$ cat src/rtl/ketchup_core_feeder_if.sv
// Front-end word stream plus the keccak core feed/handshake signals, viewed from
// the feeder (slave) and from its environment (master).
interface ketchup_core_feeder_if;
  logic        s_valid;
  logic        s_ready;
  logic [31:0] s_data;
  logic        s_last;
  logic [1:0]  s_byte_num;

  logic [31:0] core_in;
  logic        core_in_ready;
  logic        core_is_last;
  logic [1:0]  core_byte_num;
  logic        core_reset;
  logic        core_buffer_full;
  logic        core_out_ready;

  modport master (
    output s_valid, s_data, s_last, s_byte_num,
    input  s_ready,
    input  core_in, core_in_ready, core_is_last, core_byte_num, core_reset,
    output core_buffer_full, core_out_ready
  );

  modport slave (
    input  s_valid, s_data, s_last, s_byte_num,
    output s_ready,
    output core_in, core_in_ready, core_is_last, core_byte_num, core_reset,
    input  core_buffer_full, core_out_ready
  );
endinterface

$ cat src/rtl/ketchup_core_feeder.sv
// Queues front-end words and feeds them one per two cycles to the keccak core (registered strobe one cycle after pop),
// stalling on core_buffer_full and holding the next message until digest_ack; KETCHUP_FEEDER_STATS_EN builds word_count.
module ketchup_feeder_fifo #(
  parameter int DW = 35,
  parameter int AW = 3
) (
  input  logic          clk,
  input  logic          rst_n,
  input  logic          clr,
  input  logic          push,
  input  logic [DW-1:0] push_dat,
  input  logic          pop,
  output logic [DW-1:0] pop_dat,
  output logic          full,
  output logic          empty,
  output logic [AW:0]   level
);
  localparam logic [AW:0] DEPTH = (AW+1)'(1) << AW;

  logic [DW-1:0] mem [0:(1<<AW)-1];
  logic [AW-1:0] wr_ptr;
  logic [AW-1:0] rd_ptr;

  assign full    = (level == DEPTH);
  assign empty   = (level == '0);
  assign pop_dat = mem[rd_ptr];

  always_ff @(posedge clk) begin
    if (push && !clr) begin
      mem[wr_ptr] <= push_dat;
    end
  end

  always_ff @(posedge clk or negedge rst_n) begin
    if (!rst_n) begin
      wr_ptr <= '0;
      rd_ptr <= '0;
      level  <= '0;
    end else if (clr) begin
      wr_ptr <= '0;
      rd_ptr <= '0;
      level  <= '0;
    end else begin
      if (push) wr_ptr <= wr_ptr + AW'(1);
      if (pop)  rd_ptr <= rd_ptr + AW'(1);
      case ({push, pop})
        2'b10:   level <= level + (AW+1)'(1);
        2'b01:   level <= level - (AW+1)'(1);
        default: level <= level;
      endcase
    end
  end
endmodule

module ketchup_core_feeder #(
  parameter int FIFO_DEPTH_LOG2 = 3,
  parameter int C_DATA_WIDTH    = 32
) (
  input  logic                     S_AXI_ACLK,
  input  logic                     S_AXI_ARESETN,
  input  logic                     flush,
  input  logic                     digest_ack,
  ketchup_core_feeder_if.slave     ifc,
  output logic [FIFO_DEPTH_LOG2:0] fifo_level,
  output logic                     busy,
  output logic [15:0]              word_count
);
  typedef struct packed {
    logic [C_DATA_WIDTH-1:0] data;
    logic                    last;
    logic [1:0]              byte_num;
  } entry_t;

  typedef enum logic [1:0] {RESET_CORE, FEED, WAIT_DIGEST} state_t;

  state_t state;
  state_t next_state;

  entry_t push_ent;
  entry_t head;
  logic   fifo_full;
  logic   fifo_empty;
  logic   push;
  logic   pop;

  logic                    issue_strobe;
  logic [C_DATA_WIDTH-1:0] issue_data;
  logic                    issue_last;
  logic [1:0]              issue_bytes;

  logic unused_core_out_ready;
  assign unused_core_out_ready = ifc.core_out_ready;

  assign ifc.s_ready = !fifo_full && !flush && (state != RESET_CORE);
  assign push        = ifc.s_valid && ifc.s_ready;

  // byte count only means something on the final word; keep it zero elsewhere
  assign push_ent.data     = ifc.s_data;
  assign push_ent.last     = ifc.s_last;
  assign push_ent.byte_num = ifc.s_last ? ifc.s_byte_num : 2'b00;

  ketchup_feeder_fifo #(
    .DW ($bits(entry_t)),
    .AW (FIFO_DEPTH_LOG2)
  ) u_fifo (
    .clk      (S_AXI_ACLK),
    .rst_n    (S_AXI_ARESETN),
    .clr      (flush),
    .push     (push),
    .push_dat (push_ent),
    .pop      (pop),
    .pop_dat  (head),
    .full     (fifo_full),
    .empty    (fifo_empty),
    .level    (fifo_level)
  );

  always_ff @(posedge S_AXI_ACLK or negedge S_AXI_ARESETN) begin
    if (!S_AXI_ARESETN) begin
      state <= RESET_CORE;
    end else begin
      state <= next_state;
    end
  end

  // gating on issue_strobe spaces issues so the core's buffer_full has caught up
  always_comb begin
    next_state = state;
    pop        = 1'b0;
    if (flush) begin
      next_state = RESET_CORE;
    end else begin
      case (state)
        RESET_CORE: next_state = FEED;
        FEED: begin
          if (!fifo_empty && !ifc.core_buffer_full && !issue_strobe) begin
            pop = 1'b1;
            if (head.last) next_state = WAIT_DIGEST;
          end
        end
        WAIT_DIGEST: begin
          if (digest_ack) next_state = RESET_CORE;
        end
        default: next_state = RESET_CORE;
      endcase
    end
  end

  always_ff @(posedge S_AXI_ACLK or negedge S_AXI_ARESETN) begin
    if (!S_AXI_ARESETN) begin
      issue_strobe <= 1'b0;
      issue_data   <= '0;
      issue_last   <= 1'b0;
      issue_bytes  <= 2'b00;
    end else begin
      issue_strobe <= pop;
      if (pop) begin
        issue_data  <= head.data;
        issue_last  <= head.last;
        issue_bytes <= head.byte_num;
      end
    end
  end

  assign ifc.core_in       = issue_data;
  assign ifc.core_in_ready = issue_strobe;
  assign ifc.core_is_last  = issue_last;
  assign ifc.core_byte_num = issue_bytes;
  assign ifc.core_reset    = (state == RESET_CORE);

  assign busy = (state != FEED) || !fifo_empty;

`ifdef KETCHUP_FEEDER_STATS_EN
  logic [15:0] count;

  always_ff @(posedge S_AXI_ACLK or negedge S_AXI_ARESETN) begin
    if (!S_AXI_ARESETN) begin
      count <= 16'h0000;
    end else if (next_state == RESET_CORE) begin
      count <= 16'h0000;
    end else if (pop && (count != 16'hFFFF)) begin
      count <= count + 16'h0001;
    end
  end

  assign word_count = count;
`else
  assign word_count = 16'h0000;
`endif
endmodule

$ cat src/flat_wrapper.sv
// flat-port wrapper written by rule: the top's interface ports become plain ports
module ketchup_core_feeder_flat 
#(
  parameter int FIFO_DEPTH_LOG2 = 3,
  parameter int C_DATA_WIDTH    = 32
)
  (S_AXI_ACLK, S_AXI_ARESETN, flush, digest_ack, fifo_level, busy, word_count, ifc_s_valid, ifc_s_data, ifc_s_last, ifc_s_byte_num, ifc_s_ready, ifc_core_in, ifc_core_in_ready, ifc_core_is_last, ifc_core_byte_num, ifc_core_reset, ifc_core_buffer_full, ifc_core_out_ready);
  ketchup_core_feeder_if ifc_i ();
  input  logic S_AXI_ACLK;
  input  logic S_AXI_ARESETN;
  input  logic flush;
  input  logic digest_ack;
  output logic [FIFO_DEPTH_LOG2:0] fifo_level;
  output logic busy;
  output logic [15:0] word_count;
  input wire logic [$bits(ifc_i.s_valid)-1:0] ifc_s_valid;
  input wire logic [$bits(ifc_i.s_data)-1:0] ifc_s_data;
  input wire logic [$bits(ifc_i.s_last)-1:0] ifc_s_last;
  input wire logic [$bits(ifc_i.s_byte_num)-1:0] ifc_s_byte_num;
  output wire logic [$bits(ifc_i.s_ready)-1:0] ifc_s_ready;
  output wire logic [$bits(ifc_i.core_in)-1:0] ifc_core_in;
  output wire logic [$bits(ifc_i.core_in_ready)-1:0] ifc_core_in_ready;
  output wire logic [$bits(ifc_i.core_is_last)-1:0] ifc_core_is_last;
  output wire logic [$bits(ifc_i.core_byte_num)-1:0] ifc_core_byte_num;
  output wire logic [$bits(ifc_i.core_reset)-1:0] ifc_core_reset;
  input wire logic [$bits(ifc_i.core_buffer_full)-1:0] ifc_core_buffer_full;
  input wire logic [$bits(ifc_i.core_out_ready)-1:0] ifc_core_out_ready;
  assign ifc_i.s_valid = ifc_s_valid;
  assign ifc_i.s_data = ifc_s_data;
  assign ifc_i.s_last = ifc_s_last;
  assign ifc_i.s_byte_num = ifc_s_byte_num;
  assign ifc_s_ready = ifc_i.s_ready;
  assign ifc_core_in = ifc_i.core_in;
  assign ifc_core_in_ready = ifc_i.core_in_ready;
  assign ifc_core_is_last = ifc_i.core_is_last;
  assign ifc_core_byte_num = ifc_i.core_byte_num;
  assign ifc_core_reset = ifc_i.core_reset;
  assign ifc_i.core_buffer_full = ifc_core_buffer_full;
  assign ifc_i.core_out_ready = ifc_core_out_ready;
  ketchup_core_feeder #(.FIFO_DEPTH_LOG2(FIFO_DEPTH_LOG2), .C_DATA_WIDTH(C_DATA_WIDTH)) u_core (.S_AXI_ACLK(S_AXI_ACLK), .S_AXI_ARESETN(S_AXI_ARESETN), .flush(flush), .digest_ack(digest_ack), .ifc(ifc_i), .fifo_level(fifo_level), .busy(busy), .word_count(word_count));
endmodule
$ cat config.mk
export PLATFORM = sky130hd
export DESIGN_NAME = ketchup_core_feeder_flat
export DESIGN_NICKNAME = d
export VERILOG_FILES = /design/src/rtl/ketchup_core_feeder_if.sv /design/src/rtl/ketchup_core_feeder.sv /design/src/flat_wrapper.sv
export SDC_FILE = /design/constraint.sdc
export NUM_CORES = 1
export LEC_CHECK = 0
export CAP_MARGIN = 40
export CORE_UTILIZATION = 52
export DETAILED_ROUTE_END_ITERATION = 7
export GPL_TIMING_DRIVEN = 0
export MAX_ROUTING_LAYER = met4
export PLACE_DENSITY = 0.79
export SLEW_MARGIN = 20
export SYNTH_ARGS = -nofsm -noshare
export SYNTH_HDL_FRONTEND = slang
export SYNTH_SLANG_ARGS = --single-unit
export TNS_END_PERCENT = 100
$ cat constraint.sdc
create_clock -name S_AXI_ACLK -period 5.25 [get_ports S_AXI_ACLK]
set_input_delay 1.575 -clock S_AXI_ACLK [delete_from_list [all_inputs] [get_ports S_AXI_ACLK]]
set_output_delay 1.575 -clock S_AXI_ACLK [all_outputs]
set_load 0.02 [all_outputs]
Yosys cells after proc, flatten, opt, wreduce, memory -nomap -nowiden:

Memories as Yosys holds them, arrays and structs flattened.
Cells that the tools add are included.

* ROM bits: 0
* latch bits: 0
* register bits after elaboration: 48
* memory bits (writable): 280
* input bits: 42
* memories: 1
* output and inout bits: 59

* eq/ne operators: 9
* reductions and logical operators: 19
* bitwise operators: 0
* shift-type cells: 0
* muxes and demuxes: 17
* add/subtract/negate cells: 4
* $mul: 0
* divide/modulo/power cells: 0
* magnitude comparators: 0

Memories
* u_core.u_fifo.mem: words 8, width 35, rd ports 1, clocked after memory_dff 0, write ports 1, RTL line ketchup_core_feeder.sv:20 `logic [DW-1:0] mem [0:(1<<AW)-1];`

Operator list (count)
* two-way mux 3 bit: 4
* two-way mux 2 bit: 5
* one-hot mux 4 bit (2 select lines): 1
* adder 3 x 1 -> 3 bit, second input constant: 2
* logical AND 1 bit: 6
* inequality test 3 x 2 -> 1 bit, second input constant: 2
* one-hot mux 2 bit (3 select lines): 1
* nonzero test 2 bit: 3
* zero test 1 bit: 5
* two-way mux 1 bit: 5
* adder 4 x 1 -> 4 bit, second input constant: 1
* equality test 2 x 1 -> 1 bit, second input constant: 2
* equality test 2 bit, second input constant: 2
* equality test 4 bit, second input constant: 1
* zero test 4 bit: 1
* two-way mux 4 bit: 1
* subtractor 4 x 1 -> 4 bit, second input constant: 1
* inequality test 3 bit, second input constant: 1
* AND reduction 3 bit: 1
* nonzero test 3 bit: 1
* zero test 2 bit: 1
* inequality test 2 x 1 -> 1 bit, second input constant: 1
* logical OR 1 bit: 1

Depth between registers and ports, before layout:

Gate-level depths: netlist (run 1).

* depth in word-level cells: 10
* mapped depth: 10
* mapped depth without buffers: 9

By module:

A second synthesis (run 1) with hierarchy kept.

* cells, all modules: 591
* area, all modules: 13160.1 um2

By module, submodules not included
* ketchup_feeder_fifo: area each 11448.5 um2, instances 1, cells each 482, seq. area each 8658.3 um2
* ketchup_core_feeder: area each 1711.6 um2, instances 1, cells each 109, seq. area each 950.9 um2

Worst setup path after synthesis (run 1):

No wires, ideal clock.

* path kind: input to register
* start point: input flush
* end point: memory u_core.u_fifo.mem[0][0], enable pin
* stages: 4
* data arrival time: 5.755 ns
* slack: -1.020 ns
* cells stage by stage: clkbuf_1 > or4b_4 > buf_6 > nor4_1

* cells in the longest elaborated chain, start to end: 7

Ends and longest elaborated chain
* start: declaration: RTL line flat_wrapper.sv:11 `input logic flush;`
* zero test 1 bit *: RTL line ketchup_core_feeder.sv:29, ketchup_core_feeder.sv:94
* logical AND 1 bit (2 in series): RTL line ketchup_core_feeder.sv:94 `assign ifc.s_ready = !fifo_full && !flush && (state != RESET_CORE);`
* logical AND 1 bit: RTL line ketchup_core_feeder.sv:95 `assign push = ifc.s_valid && ifc.s_ready;`
* logical AND 1 bit *: RTL line ketchup_core_feeder.sv:29 `if (push && !clr) begin`
* two-way mux 1 bit *: RTL line ketchup_core_feeder.sv:29
* two-way mux 1 bit (implied by the code) *: RTL line ketchup_core_feeder.sv:30 `mem[wr_ptr] <= push_dat;`
* end: declaration: RTL line ketchup_core_feeder.sv:20

Mark *: on every way between the ends. The rest lies on a longest branch, timed or not.

Final worst setup path (run 1):

* start point: input flush
* end point: output ifc_s_ready

* cells in the longest elaborated chain, start to end: 3

Ends and longest elaborated chain
* zero test 1 bit: RTL line ketchup_core_feeder.sv:94
* logical AND 1 bit (2 in series): RTL line ketchup_core_feeder.sv:94
* end: declaration: RTL line flat_wrapper.sv:20 `output wire logic [$bits(ifc_i.s_ready)-1:0] ifc_s_ready;`

Every way passes these cells.

==> flow_metrics.py, run 1 <==
metrics = {
    "floorplan": {
        "die_x_um": 158,
        "rows": 56,
        "coreArea_um2": 23700,
        "die_h_um": 158,
        "die_area_um2": 24900,
        "initial_utilization_pct": 53.4,
        "boundaryPins": 101,
    },
    "clocking": {
        "cts_root_buffer": "clkbuf_16",
        "cts.clk_slew.worst_paths_ps": 60,
        "clk-insertion-delay-late_ps": 560,
        "numCtsBuffers": 31,
        "post_cts_buffers": 0,
        "postCtsHoldBufs": 0,
        "clockBufferDepth": 3,
        "cts-resized-gates": 0,
        "clock-sinks": 328,
        "cts_tree": "built",
        "htree_levels": 1,
    },
    "power_and_ir_drop": {
        "power_density_nw_per_um2": 424,
        "power_leakage_nw": 5.04,
        "ir_worst_vdd_mv": 0.351,
        "power.total_w": 0.00647,
    },
    "sta": {
        "max_freq_mhz": 221,
        "finalCritPeriodShare_pct": 86.4,
        "period_needed_ps": 4530,
        "slew_viol_final": 0,
        "slew_headroom_pct": 44.6,
        "finalSetupTns_ps": 0,
        "worstMarginPinSlew_ps": 831,
        "setup_viol": 0,
        "skew_ps": 14.5,
        "rsz0062_at_grt": "false",
        "hold_viol_final": 0,
        "hold_ws_ps": 525,
    },
    "final_layout": {
        "diodes": 0,
        "design_area_um2": 15300,
        "drive_gt1_share_pct": 24.0,
        "syn_to_final_growth_pct": 20.8,
        "final_nets": 833,
        "utilization_pct": 64.4,
    },
    "place": {
        "post_dp_cell_area_um2": 14300,
        "io_buffers": 82,
        "place.gp.congestion": 0.756,
        "dpl.hpwl_mm": 17.1,
    },
    "grt": {
        "use_met3_pct": 3.42,
        "use_met1_pct": 31.0,
        "grt_pass1_wl_mm": 40.3,
        "groute.usage.overall_pct": 23.1,
        "antenna_found_initial": 0,
        "grt_max_degree": 49,
        "met2_usage_pct": 37.3,
        "grt_pass1_vias": 6779,
        "grt_remaining_overflow": 0,
        "grt-busiest-layer": "met2",
    },
    "worst_setup_path": {
        "worstSetupStartpointType": "primary input",
        "criticalPathCategory": "primary input to output port",
        "cp-end-kind": "output port",
        "cp.required_ps": 3680,
        "crit_fanout": 10,
        "critPathArrivalTime_ps": 2960,
    },
    "routing": {
        "drcViolationCount": 0,
        "drt-total-wl_mm": 26.6,
        "first_pass_iters": 5,
        "wl_per_cell_um": 23.6,
        "via_per_inst": 5.74,
        "via_count": 6478,
        "antenna_left": 0,
        "drt-initial-drc-count": 598,
    },
    "logic_synthesis": {
        "ys_seq_area_share_pct": 76.0,
        "ys_warn_count": 0,
        "synth_edf_count": 280,
        "ys_ff_latch": 328,
        "syn-cell-area_um2": 12600,
        "ys_types": 37,
        "syn_inst": 626,
        "async_reset_ff_share_pct": 14.6,
        "avgSynthCellArea_um2": 20.2,
        "synthFlopType": "edfxtp_1",
    },
    "run_status": {
        "status": "completed",
    },
    "job": {
        "drv_cap": 0,
    },
    "min_path": {
        "hold_path_class": "flip-flop to flip-flop",
    },
}
==> cells in the final DEF (no fill, tap or decap), drive strengths merged, types with 3 or more instances in the layout <==
| cell | instances |
|---|---|
| and2 | 3 |
| nor3 | 9 |
| mux4 | 69 |
| mux2i | 41 |
| inv | 4 |
| conb | 16 |
| xnor2 | 5 |
| a21oi | 36 |
| clkbuf | 60 |
| ha | 4 |
| nand2 | 10 |
| clkdlybuf4s50 | 81 |
| dfrtp | 48 |
| edfxtp | 280 |
| xor2 | 3 |
| clkinv | 10 |
| buf | 61 |
| nor2 | 49 |
==> synth_stat cells (all sizes together) (3+ instances only) <==
library cell  instances  area [µm²]
a21oi                36         180
and2                  3        21.3
buf                  30         196
clkbuf               16        60.1
dfrtp                48        1200
edfxtp              280        8410
ha                    4        50.1
inv                   3        11.3
mux2i                41         410
mux4                 69        1550
nand2                10        37.5
nor2                 49         194
nor3                  9        50.1
xnor2                 5        43.8
xor2                  3        26.3
==> layout make-up <==
| cell class | instances | area, µm² |
|---|---|---|
| Sequential cell | 328 | 9610 |
| Clock inverter | 12 | 65.1 |
| Fill cell | 1625 | 8420 |
| Buffer | 46 | 256 |
| Tap cell | 319 | 399 |
| Multi-Input combinational cell | 264 | 2880 |
| Inverter | 3 | 11.3 |
| Timing Repair Buffer | 112 | 1170 |
| Clock buffer | 44 | 865 |
==> per-layer routing <==
layer | vias up | part of all wire, %
li1 | 2784 | -
met1 | 3361 | 40
met2 | 281 | 50
met3 | 52 | 7.5
met4 | 0 | 2.4
met5 | - | 0
==> path summary, 6_finish.rpt <==
kind                                               from                      end  slack (ps)  depth (start not counted)
worst min-delay path            u_core.ifc.core_is_last  u_core.ifc.core_is_last         520                          2
worst max register to register          u_core.state[1]   u_core.u_fifo.level[3]        1990                          8
min in group asynchronous                 S_AXI_ARESETN    u_core.ifc.core_in[7]        1080                          1
max in group asynchronous                 S_AXI_ARESETN   u_core.ifc.core_in[15]        3680                          1
worst max-delay path                              flush              ifc_s_ready         720                          4
worst min register to register  u_core.ifc.core_is_last  u_core.ifc.core_is_last         520                          2
==> power breakdown <==
group / internal [W] / total, W / switching [W] / leakage, nW
logic: 0.000629 / 0.00129 / 0.000658 / 1.49
clock network: 0.00114 / 0.00205 / 0.000911 / 0.463
registers: 0.00301 / 0.00313 / 0.000118 / 3.09
==> registers in the layout, indices dropped and copies added (netlist names) <==
register and cells:
u_core.ifc.core_in_ready 1, u_core.u_fifo.mem 280, u_core.ifc.core_byte_num 2, u_core.u_fifo.wr_ptr 3, u_core.ifc.core_is_last 1, u_core.u_fifo.level 4, u_core.state 2, u_core.u_fifo.rd_ptr 3
u_core.ifc.core_in 32
==> worst max-delay path: stages <==
cell and delay, ps:
clkbuf_1 280, clkbuf_1 430, nor3_1 120, clkdlybuf4s50_1 560
==> cells by family after synthesis <==
group	count (synthesis)	synth area share, %
flops	328	76.0
mux	111	15.7
simple gates	81	3.21
buf+inv	49	2.12
compound gates	43	1.82
xor+xnor	8	0.555
fa+ha+maj	5	0.555
other cells	1	0.0297
==> stage by stage <==
step           worst slack (ps)  instances
2_1_floorplan             -67.4        641
3_3_place_gp              -2790       1042
3_5_place_dp                502       1070
4_1_cts                     701       1126
5_1_grt                     640       1128
6_report                    716       1128
(Power assumes the default switching activity.)
==> run 2, diff against run 1 <==
CORE_UTILIZATION = 58   (was 52)
GPL_TIMING_DRIVEN = 1   (was 0)
PLACE_DENSITY = 0.84   (was 0.79)
clock period = 4.8 ns   (was 5.25 ns; I/O delays follow)
==> flow_metrics.py, run 2 (same netlist as run 1, synthesis figures left out) <==
metrics = {
    "worst_setup_path": {
        "criticalPathCategory": "primary input to output port",
        "critPathBufInv": 2,
        "cp_top_family": "buffers and inverters",
        "critPathArrivalTime_ps": 2690,
        "cp_cell_sequence": "clkdlybuf4s50_1 > nor3_1 > clkdlybuf4s50_1",
        "cp.required_ps": 3360,
        "path_common_cell": "clkdlybuf4s50_1",
        "cp-startpoint": "flush",
        "cp_slowest_stage_delay_ps": 630,
        "worstSetupStartpointType": "primary input",
        "r2r_start": "u_core.u_fifo.level[1]",
        "cp_slowest_cell": "clkdlybuf4s50_1",
        "cp-end-kind": "output port",
        "crit_fanout": 2,
    },
    "place": {
        "place.gp.congestion": 0.785,
        "post_dp_cell_area_um2": 13900,
        "io_buffers": 83,
        "dpl.hpwl_mm": 14.7,
    },
    "power_and_ir_drop": {
        "power_leakage_nw": 4.83,
        "internal_power_w": 0.00522,
        "seq_power_share_pct": 48.7,
        "ir_worst_vdd_mv": 0.301,
        "power_density_nw_per_um2": 480,
        "p_sw_share_pct": 26.9,
        "clockPowerShare_pct": 32.3,
        "power_switching_w": 0.00192,
        "power_frac_comb_pct": 18.9,
    },
    "job": {
        "drv_cap": 0,
    },
    "sta": {
        "worstMarginPinSlew_ps": 811,
        "max_freq_mhz": 242,
        "period_needed_ps": 4130,
        "hold_ws_ps": 535,
        "slew_viol_final": 0,
        "rsz0062_at_grt": "false",
        "skew_ps": 12.6,
        "hold_viol_final": 0,
        "finalCritPeriodShare_pct": 86.1,
        "slew_headroom_pct": 45.5,
        "setup_viol": 0,
    },
    "clocking": {
        "clockBufferDepth": 3,
        "clock-sinks": 328,
        "cts_root_buffer": "clkbuf_16",
        "clk-insertion-delay-late_ps": 560,
        "post_cts_buffers": 0,
        "htree_levels": 1,
        "cts.clk_slew.worst_paths_ps": 60,
        "postCtsHoldBufs": 0,
        "cts_tree": "built",
        "numCtsBuffers": 30,
        "cts-resized-gates": 0,
    },
    "floorplan": {
        "die_h_um": 150,
        "die_x_um": 150,
        "coreArea_um2": 21200,
        "die_area_um2": 22400,
        "initial_utilization_pct": 59.5,
        "boundaryPins": 101,
        "rows": 53,
    },
    "final_layout": {
        "layout.area.seq_um2": 9620,
        "drive_gt1_share_pct": 22.0,
        "largest-register": "u_core.u_fifo.mem",
        "final_nets": 782,
        "utilization_pct": 70.1,
        "diodes": 0,
        "design_area_um2": 14900,
        "multi_input_area_um2": 2890,
        "fillerInstances": 1232,
        "final_common_cell": "edfxtp_1",
        "syn_to_final_growth_pct": 17.8,
        "final_cell_mix": "edfxtp_1 (280), clkdlybuf4s50_1 (82), mux4_2 (69)",
        "largest_reg_flops": 280,
    },
    "grt": {
        "groute.usage.overall_pct": 26.1,
        "use_met3_pct": 3.63,
        "grt-busiest-layer": "met2",
        "use_met1_pct": 33.3,
        "met2_usage_pct": 43.1,
        "grt_pass1_vias": 6682,
        "grt_remaining_overflow": 0,
        "grt_pass1_wl_mm": 40.3,
        "antenna_found_initial": 0,
        "grt_max_degree": 71,
    },
    "min_path": {
        "hold_start": "u_core.ifc.core_in[10]",
        "hold_path_class": "flip-flop to flip-flop",
    },
    "routing": {
        "drt-initial-drc-count": 522,
        "drcViolationCount": 0,
        "via_count": 6393,
        "first_pass_iters": 5,
        "drt-total-wl_mm": 27.0,
        "antenna_left": 0,
        "via_per_inst": 6.18,
        "wl_per_cell_um": 26.1,
    },
    "run_status": {
        "status": "completed",
    },
}
[run 2: power groups by stage]
stage | clock network, W | registers, W | logic [W]
after CTS | 0.00233 | 0.00348 | 0.00137
after detailed placement | 0 | 0.00353 | 0.00133
after global placement | 0 | 0.00351 | 0.00129
final | 0.00231 | 0.00348 | 0.00135
after floorplan | 0 | 0.00365 | 0.000639
after global routing | 0.00244 | 0.00350 | 0.00145
[run 2: path summary, 6_finish.rpt]
check	endpoint	slack [ps]	depth (start not counted)
min in group asynchronous	u_core.ifc.core_in[30]	810	1
max in group asynchronous	u_core.ifc.core_in[31]	3170	3
setup reg to reg	u_core.u_fifo.level[3]	1940	8
hold reg to reg	u_core.ifc.core_in[10]	540	2
hold / removal	u_core.ifc.core_in[10]	540	2
setup / recovery	ifc_s_ready	670	3
[run 2: final cells by class]
class                      count  area share, %
clock buffer                  37           5.42
multi-input combinational    264           19.4
timing repair buffer         108           7.20
inverter                       3         0.0757
tap                          275           2.31
clock inverter                19           1.01
sequential                   328           64.6
[run 2: worst register-to-register path, stage by stage (launching register included)]
cell and delay, ps:
dfrtp_1 470, nor4_2 770, nor3_4 80, and2_4 190, ha_1 270, a21o_1 180
a21oi_1 260, mux2_4 330, o22a_1 190
[run 2: stage by stage]
stage	setup slack [ps]	TNS (ps)	total power [W]	std cells
global route	604	0	0.00739	1034
finish	669	0	0.00714	1034
CTS	658	0	0.00718	1033
floorplan	-382	-40160	0.00429	641
detailed placement	520	0	0.00486	977
global placement	565	0	0.00480	976
[run 2: metal layers]
layer | share of wire, % | vias to the layer above
li1 | - | 2686
met2 | 53 | 313
met3 | 6.1 | 52
met4 | 2.5 | 0
met1 | 39 | 3342
met5 | 0 | -
